<file path="src/rtl/commit_trace_buffer_pkg.sv">
// Shared record layout for the commit trace path: record width and field offsets,
// used by the buffer, by downstream bridges and by anything that decodes records.
package commit_trace_buffer_pkg;

    localparam int DEF_DEPTH  = 16;
    localparam int DEF_ADDR_W = 32;
    localparam int DEF_DATA_W = 32;
    localparam int DEF_CNT_W  = 16;
    localparam int INSTR_W    = 32;
    localparam int RD_W       = 5;

    // Record is {pc, instr, we, rd, wdata} with pc in the MSBs.
    localparam int TRACE_REC_W = DEF_ADDR_W + INSTR_W + 1 + RD_W + DEF_DATA_W;
    localparam int WDATA_LSB   = 0;
    localparam int RD_LSB      = WDATA_LSB + DEF_DATA_W;
    localparam int WE_BIT      = RD_LSB + RD_W;
    localparam int INSTR_LSB   = WE_BIT + 1;
    localparam int PC_LSB      = INSTR_LSB + INSTR_W;

    function automatic int rec_w(input int addr_w, input int data_w);
        return addr_w + INSTR_W + 1 + RD_W + data_w;
    endfunction

endpackage

</file>
<file path="src/rtl/commit_trace_buffer_sync_fifo.sv">
// First-word fall-through FIFO over registered storage; full/empty derive from the
// occupancy counter. A push into a full FIFO is accepted only when a pop frees a slot.
module sync_fifo #(
    parameter int DEPTH = 16,
    parameter int WIDTH = 8
) (
    input  logic                     clk,
    input  logic                     rst,
    input  logic                     flush,
    input  logic                     push,
    input  logic                     pop,
    input  logic [WIDTH-1:0]         wr_data,
    output logic [WIDTH-1:0]         rd_data,
    output logic                     full,
    output logic                     empty,
    output logic [$clog2(DEPTH):0]   count
);

    localparam int PTR_W = $clog2(DEPTH);
    localparam int CW    = PTR_W + 1;

    logic [WIDTH-1:0] mem_q [DEPTH];
    logic [PTR_W-1:0] wr_ptr_q, wr_ptr_d;
    logic [PTR_W-1:0] rd_ptr_q, rd_ptr_d;
    logic [CW-1:0]    count_q, count_d;
    logic             wr_en;
    logic             rd_en;

    assign full  = (count_q == CW'(DEPTH));
    assign empty = (count_q == '0);
    assign count = count_q;

    // Simultaneous pop frees the slot the push lands in, so full+push+pop is lossless.
    assign wr_en = push & ~flush & (~full | pop);
    assign rd_en = pop & ~flush & ~empty;

    assign rd_data = mem_q[rd_ptr_q];

    always_comb begin
        wr_ptr_d = wr_ptr_q;
        rd_ptr_d = rd_ptr_q;
        count_d  = count_q;
        if (flush) begin
            wr_ptr_d = '0;
            rd_ptr_d = '0;
            count_d  = '0;
        end else begin
            if (wr_en) wr_ptr_d = wr_ptr_q + PTR_W'(1);
            if (rd_en) rd_ptr_d = rd_ptr_q + PTR_W'(1);
            case ({wr_en, rd_en})
                2'b10:   count_d = count_q + CW'(1);
                2'b01:   count_d = count_q - CW'(1);
                default: count_d = count_q;
            endcase
        end
    end

    always_ff @(posedge clk or posedge rst) begin
        if (rst) begin
            wr_ptr_q <= '0;
            rd_ptr_q <= '0;
            count_q  <= '0;
        end else begin
            wr_ptr_q <= wr_ptr_d;
            rd_ptr_q <= rd_ptr_d;
            count_q  <= count_d;
        end
    end

    // Storage is deliberately not reset.
    always_ff @(posedge clk) begin
        if (wr_en) mem_q[wr_ptr_q] <= wr_data;
    end

endmodule

</file>
<file path="src/rtl/commit_trace_buffer.sv">
// Captures one record per retired instruction into a FIFO drained over valid/ready;
// counts records lost to a full buffer and flags the first such loss.
module commit_trace_buffer
    import commit_trace_buffer_pkg::*;
#(
    parameter int DEPTH  = DEF_DEPTH,
    parameter int ADDR_W = DEF_ADDR_W,
    parameter int DATA_W = DEF_DATA_W,
    parameter int CNT_W  = DEF_CNT_W
) (
    input  logic                           clk,
    input  logic                           reset,
    input  logic                           trace_en,
    input  logic                           clear,
    input  logic                           commit_valid,
    input  logic [ADDR_W-1:0]              commit_pc,
    input  logic [31:0]                    commit_instr,
    input  logic                           commit_we,
    input  logic [4:0]                     commit_rd,
    input  logic [DATA_W-1:0]              commit_wdata,
    output logic                           trace_valid,
    input  logic                           trace_ready,
    output logic [ADDR_W+32+6+DATA_W-1:0]  trace_data,
    output logic [$clog2(DEPTH):0]         count,
    output logic                           overflow,
    output logic [CNT_W-1:0]               drop_cnt,
    output logic                           almost_full
);

    localparam int REC_W = rec_w(ADDR_W, DATA_W);
    localparam int CW    = $clog2(DEPTH) + 1;
    localparam logic [CW-1:0] AF_LEVEL = CW'(DEPTH - 2);

    // Handshake: a record transfers on any edge where trace_valid & trace_ready are
    // both high; trace_data holds steady while trace_valid is high and ready is low.
    logic             push;
    logic             pop;
    logic             drop;
    logic             fifo_full;
    logic             fifo_empty;
    logic [REC_W-1:0] rec;
    logic             overflow_q, overflow_d;
    logic [CNT_W-1:0] drop_cnt_q, drop_cnt_d;

    assign rec  = {commit_pc, commit_instr, commit_we, commit_rd, commit_wdata};
    assign push = trace_en & commit_valid & ~clear;
    assign pop  = ~fifo_empty & trace_ready & ~clear;
    assign drop = push & fifo_full & ~pop;

    sync_fifo #(
        .DEPTH (DEPTH),
        .WIDTH (REC_W)
    ) u_fifo (
        .clk     (clk),
        .rst     (reset),
        .flush   (clear),
        .push    (push),
        .pop     (pop),
        .wr_data (rec),
        .rd_data (trace_data),
        .full    (fifo_full),
        .empty   (fifo_empty),
        .count   (count)
    );

    always_comb begin
        overflow_d = overflow_q;
        drop_cnt_d = drop_cnt_q;
        if (clear) begin
            overflow_d = 1'b0;
            drop_cnt_d = '0;
        end else if (drop) begin
            overflow_d = 1'b1;
            if (drop_cnt_q != '1) drop_cnt_d = drop_cnt_q + CNT_W'(1);
        end
    end

    always_ff @(posedge clk or posedge reset) begin
        if (reset) begin
            overflow_q <= 1'b0;
            drop_cnt_q <= '0;
        end else begin
            overflow_q <= overflow_d;
            drop_cnt_q <= drop_cnt_d;
        end
    end

    assign trace_valid = ~fifo_empty;
    assign overflow    = overflow_q;
    assign drop_cnt    = drop_cnt_q;
    assign almost_full = (count >= AF_LEVEL);

endmodule

</file>
<file path="config.mk">
export PLATFORM = sky130hd
export DESIGN_NAME = commit_trace_buffer
export DESIGN_NICKNAME = d
export VERILOG_FILES = /design/src/rtl/commit_trace_buffer_pkg.sv /design/src/rtl/commit_trace_buffer_sync_fifo.sv /design/src/rtl/commit_trace_buffer.sv
export SDC_FILE = /design/constraint.sdc
export NUM_CORES = 2
export LEC_CHECK = 0
export CORE_MARGIN = 3
export CORE_UTILIZATION = 51
export DETAILED_ROUTE_END_ITERATION = 10
export PLACE_DENSITY = 0.71
export SYNTH_ARGS = -nofsm -noshare
export SYNTH_HDL_FRONTEND = slang
export SYNTH_HIERARCHICAL = 1
export SYNTH_SLANG_ARGS = --single-unit
</file>
<file path="constraint.sdc">
create_clock -name clk -period 4.6 [get_ports clk]
set_input_delay 1.38 -clock clk [delete_from_list [all_inputs] [get_ports clk]]
set_output_delay 1.38 -clock clk [all_outputs]
set_load 0.005 [all_outputs]
</file>
==> impl_metrics.env <==
export IMPL_synthSimpleGateAreaFrac_pct=1.11
export IMPL_status="finished clean"
export IMPL_dp_cells=4331
export IMPL_setup_viol=0
export IMPL_initial_core_util_pct=51.6
export IMPL_clk_latency_ns=0.78
export IMPL_n_fill_cell=8037
export IMPL_cp_required_ns=3.22
export IMPL_fmax_ghz=0.218
export IMPL_synth_edf_count=1632
export IMPL_antenna_left=0
export IMPL_routed_wl_um=144000
export IMPL_endpoint_kind="output pin"
export IMPL_multi_input_area_um2=12800
export IMPL_grt_pass1_vias=29900
export IMPL_crit_buf_inv=6
export IMPL_overflow=0
export IMPL_drc=0
export IMPL_die_h_um=358
export IMPL_synth_flop_cell="edfxtp_1"
export IMPL_nNetsFinal=3085
export IMPL_ir_drop_uv=361
export IMPL_hold_class="register to register"
export IMPL_reg2regPathDepth=13
export IMPL_finalClockSkew_ns=0.0192
export IMPL_io_pins=234
export IMPL_relSlewSlack_pct=47.0
export IMPL_cts_hold_buf=0
export IMPL_ys_async_sr_fraction_pct=1.81
export IMPL_syn_nets=2601
export IMPL_r2r_start="u_fifo/count[1]"
export IMPL_grt_pass1_wl_um=207000
export IMPL_port_buffers=233
export IMPL_crit_path_start="u_fifo/rd_ptr_q[0]"
export IMPL_drtPass1Iterations=5
export IMPL_max_cap_viol_count=0
export IMPL_p_per_area_nw_per_um2=397
export IMPL_finalMaxSlewViolations=0
export IMPL_slowest_delay_ns=0.53
export IMPL_dieArea_um2=128000
export IMPL_cts_root_buffer="clkbuf_16"
export IMPL_crit_end="trace_data[46]"
export IMPL_r2r_end="u_fifo/count[4]"
export IMPL_grt_max_degree=59
export IMPL_dr_first_iter_drc_count=3348
export IMPL_hold_viol=0
export IMPL_clock_sinks=1662
export IMPL_regArea_um2=49800
export IMPL_crit_family="multiplexers"
export IMPL_gp_congestion=0.781
export IMPL_worst_slack_ns=0.0118
export IMPL_area_growth_pct=19.1
export IMPL_grt_usage_pct=22.5
export IMPL_min_period_ns=4.59
export IMPL_muxShareOfSynthArea_pct=18.4
export IMPL_core_um2=122000
export IMPL_synth_compound_area_share_pct=0.353
export IMPL_synth_fa_ha_area_share_pct=0.159
export IMPL_layout_drive_gt1_share_pct=32.9
export IMPL_synth_cell_type_count=53
export IMPL_cts_buffers_inserted=161
export IMPL_power_leakage_nw=23.3
export IMPL_arrival_ns=3.21
export IMPL_cts_tree="built"
export IMPL_synth_top_family_by_area="multiplexers"
export IMPL_synth_seq_cells=1662
export IMPL_worstSetupPathType="register to output pin"
export IMPL_viasPerCell=6.13
export IMPL_yosys_warnings=6
export IMPL_yosysSeqAreaShare_pct=78.9
export IMPL_pre_cts_ws_ns=0.117
export IMPL_syn_area_per_cell_um2=25.4
export IMPL_dpl_instance_area_um2=68600
export IMPL_rows=128
export IMPL_worst_setup_path_start_kind="register"
export IMPL_syn_area_um2=63100
export IMPL_crit_cells=8
export IMPL_r2r_slack_ns=0.96
export IMPL_rsz0062_at_grt="yes"
export IMPL_vias=29000
export IMPL_clk_path_buf_depth=3
export IMPL_syn_inst=2485
export IMPL_period_share_pct=99.7
export IMPL_instances_no_fill=4730
export IMPL_worst_pin_slew_ns=0.795
export IMPL_final_cell_area_um2=75100
export IMPL_dp_hpwl_um=76100
export IMPL_die_w_um=358
export IMPL_clk_pin_slew_ns=0.06
export IMPL_synth_xor_area_share_pct=0.0833
export IMPL_critPathMaxFanout=6
export IMPL_htree_levels=4
export IMPL_slowest_stage="mux4_2"
export IMPL_antenna_found_initial=14
export IMPL_wire_per_inst_um=30.4
export IMPL_crit_chain="buf_8 > clkbuf_16 > buf_4 > buf_4 > buf_16 > mux4_2 > mux4_2 > clkbuf_2"
==> per-stage QoR <==
step / hold slack (ns) / utilization, % / setup TNS (ns) / total power [mW]
after floorplan: 0.488 / - / 0 / 17.1
after global placement: 0.484 / 56.1 / 0 / 17.4
after detailed placement: 0.502 / 56.1 / 0 / 17.5
after CTS: 0.513 / 60.7 / -4.13 / 30.1
after global routing: 0.539 / 61.4 / -0.258 / 30.8
final: 0.514 / 61.4 / 0 / 29.9
==> power by group <==
group | internal [mW] | leakage [nW] | switching [mW]
clock | 7.18 | 2.49 | 5.53
combinational | 0.196 | 5.69 | 0.298
sequential | 16.6 | 15.1 | 0.00872
total | 24.0 | 23.3 | 5.84
==> worst reg2reg max path: cells and delay by family (launching register included) <==
family / cells / cell delay, ns
adders and majority gates: 1 / 0.27
and+or+nand+nor: 6 / 1.37
AOI/OAI and AO/OA: 4 / 0.97
xor gates and xnor gates: 1 / 0.19
DFF: 1 / 0.51
buffers and inverters: 1 / 0.22
==> cells in the final DEF, fill, tap and decap left out, drive strengths merged, types with 15 or more instances in the layout <==
cell type / synthesis / final
and2: 15 / 15
buf: 58 / 200
clkbuf: 68 / 249
clkdlybuf4s15: 0 / 19
clkdlybuf4s50: 0 / 131
clkinv: 0 / 67
dfrtp: 30 / 30
dlygate4sd2: 0 / 26
dlymetal6s2s: 0 / 16
edfxtp: 1632 / 1632
inv: 15 / 26
mux4: 510 / 510
nor2: 24 / 24
==> synthesized netlist by cell type (all sizes together), types with 2 or more instances <==
cell,number,area share (%)
nand2,12,0.071
clkbuf,68,0.40
o21ai,10,0.097
mux2,8,0.14
nor3,2,0.024
ha,8,0.16
mux2i,6,0.095
nand2b,5,0.050
and4,8,0.11
nand3b,2,0.024
a311oi,2,0.038
dfrtp,30,1.2
a211oi,3,0.036
inv,15,0.089
a21oi,6,0.048
nor2,24,0.14
a31oi,3,0.030
nor2b,4,0.040
mux4,510,18
xnor2,3,0.042
or4,4,0.054
and2b,3,0.036
o31ai,4,0.048
xor2,3,0.042
edfxtp,1632,78
or3,3,0.030
nand3,7,0.056
buf,58,0.50
and2,15,0.15
nand4,6,0.10
nor4,12,0.15
==> worst min path at each step <==
stage | from | depth (start not counted) | endpoint
finish | drop_cnt[5] | 1 | drop_cnt[5]
global route | drop_cnt[5] | 1 | drop_cnt[5]
CTS | drop_cnt[5] | 1 | drop_cnt[5]
detailed placement | drop_cnt[5] | 1 | drop_cnt[5]
global placement | drop_cnt[5] | 1 | drop_cnt[5]
floorplan | drop_cnt[5] | 1 | drop_cnt[5]
==> what timing repair did <==
action | 4_1_cts | 5_1_grt
gates resized for setup | 166 | 101
endpoints found under the setup margin | 99 | 67
cloned | 13 | 21
endpoints found under the hold margin | 0 | 0
setup buffers | 17 | 50
==> state kept, by name, indices dropped and copies added, names as in the netlist <==
signal / cells
overflow: 1
u_fifo/wr_ptr_q: 4
u_fifo/count: 5
u_fifo/rd_ptr_q: 4
u_fifo/mem_q: 1632
drop_cnt: 16
==> cell type report <==
| type | instances | share of cell area (%) |
|---|---|---|
| sequential | 1662 | 66.2 |
| multi-input combinational | 682 | 17.0 |
| timing repair buffer | 447 | 7.21 |
| clock buffer | 198 | 5.55 |
| tap | 1625 | 2.71 |
| clock inverter | 94 | 1.23 |
| inverter | 15 | 0.0749 |
| antenna | 7 | 0.0233 |
==> cell families after synthesis <==
| kind of cell | after synthesis |
|---|---|
| adders and majority gates | 8 |
| and+or+nand+nor | 112 |
| xor gates and xnor gates | 6 |
| AOI/OAI and AO/OA | 32 |
| DFF | 1662 |
| buffers and inverters | 141 |
| muxes | 524 |
==> routing by layer <==
metal | part of all wire, % | vias to the layer above | track usage [%] | routed length, µm
met3 | 8.3 | 201 | 4.72 | 11900
li1 | - | 11900 | - | -
met5 | 0.051 | - | 0 | 73
met4 | 1.9 | 10 | 6.66 | 2780
met1 | 40 | 15600 | 31.7 | 56900
met2 | 50 | 1333 | 36.1 | 72100
Note: power is estimated with default switching activity, not from simulation.
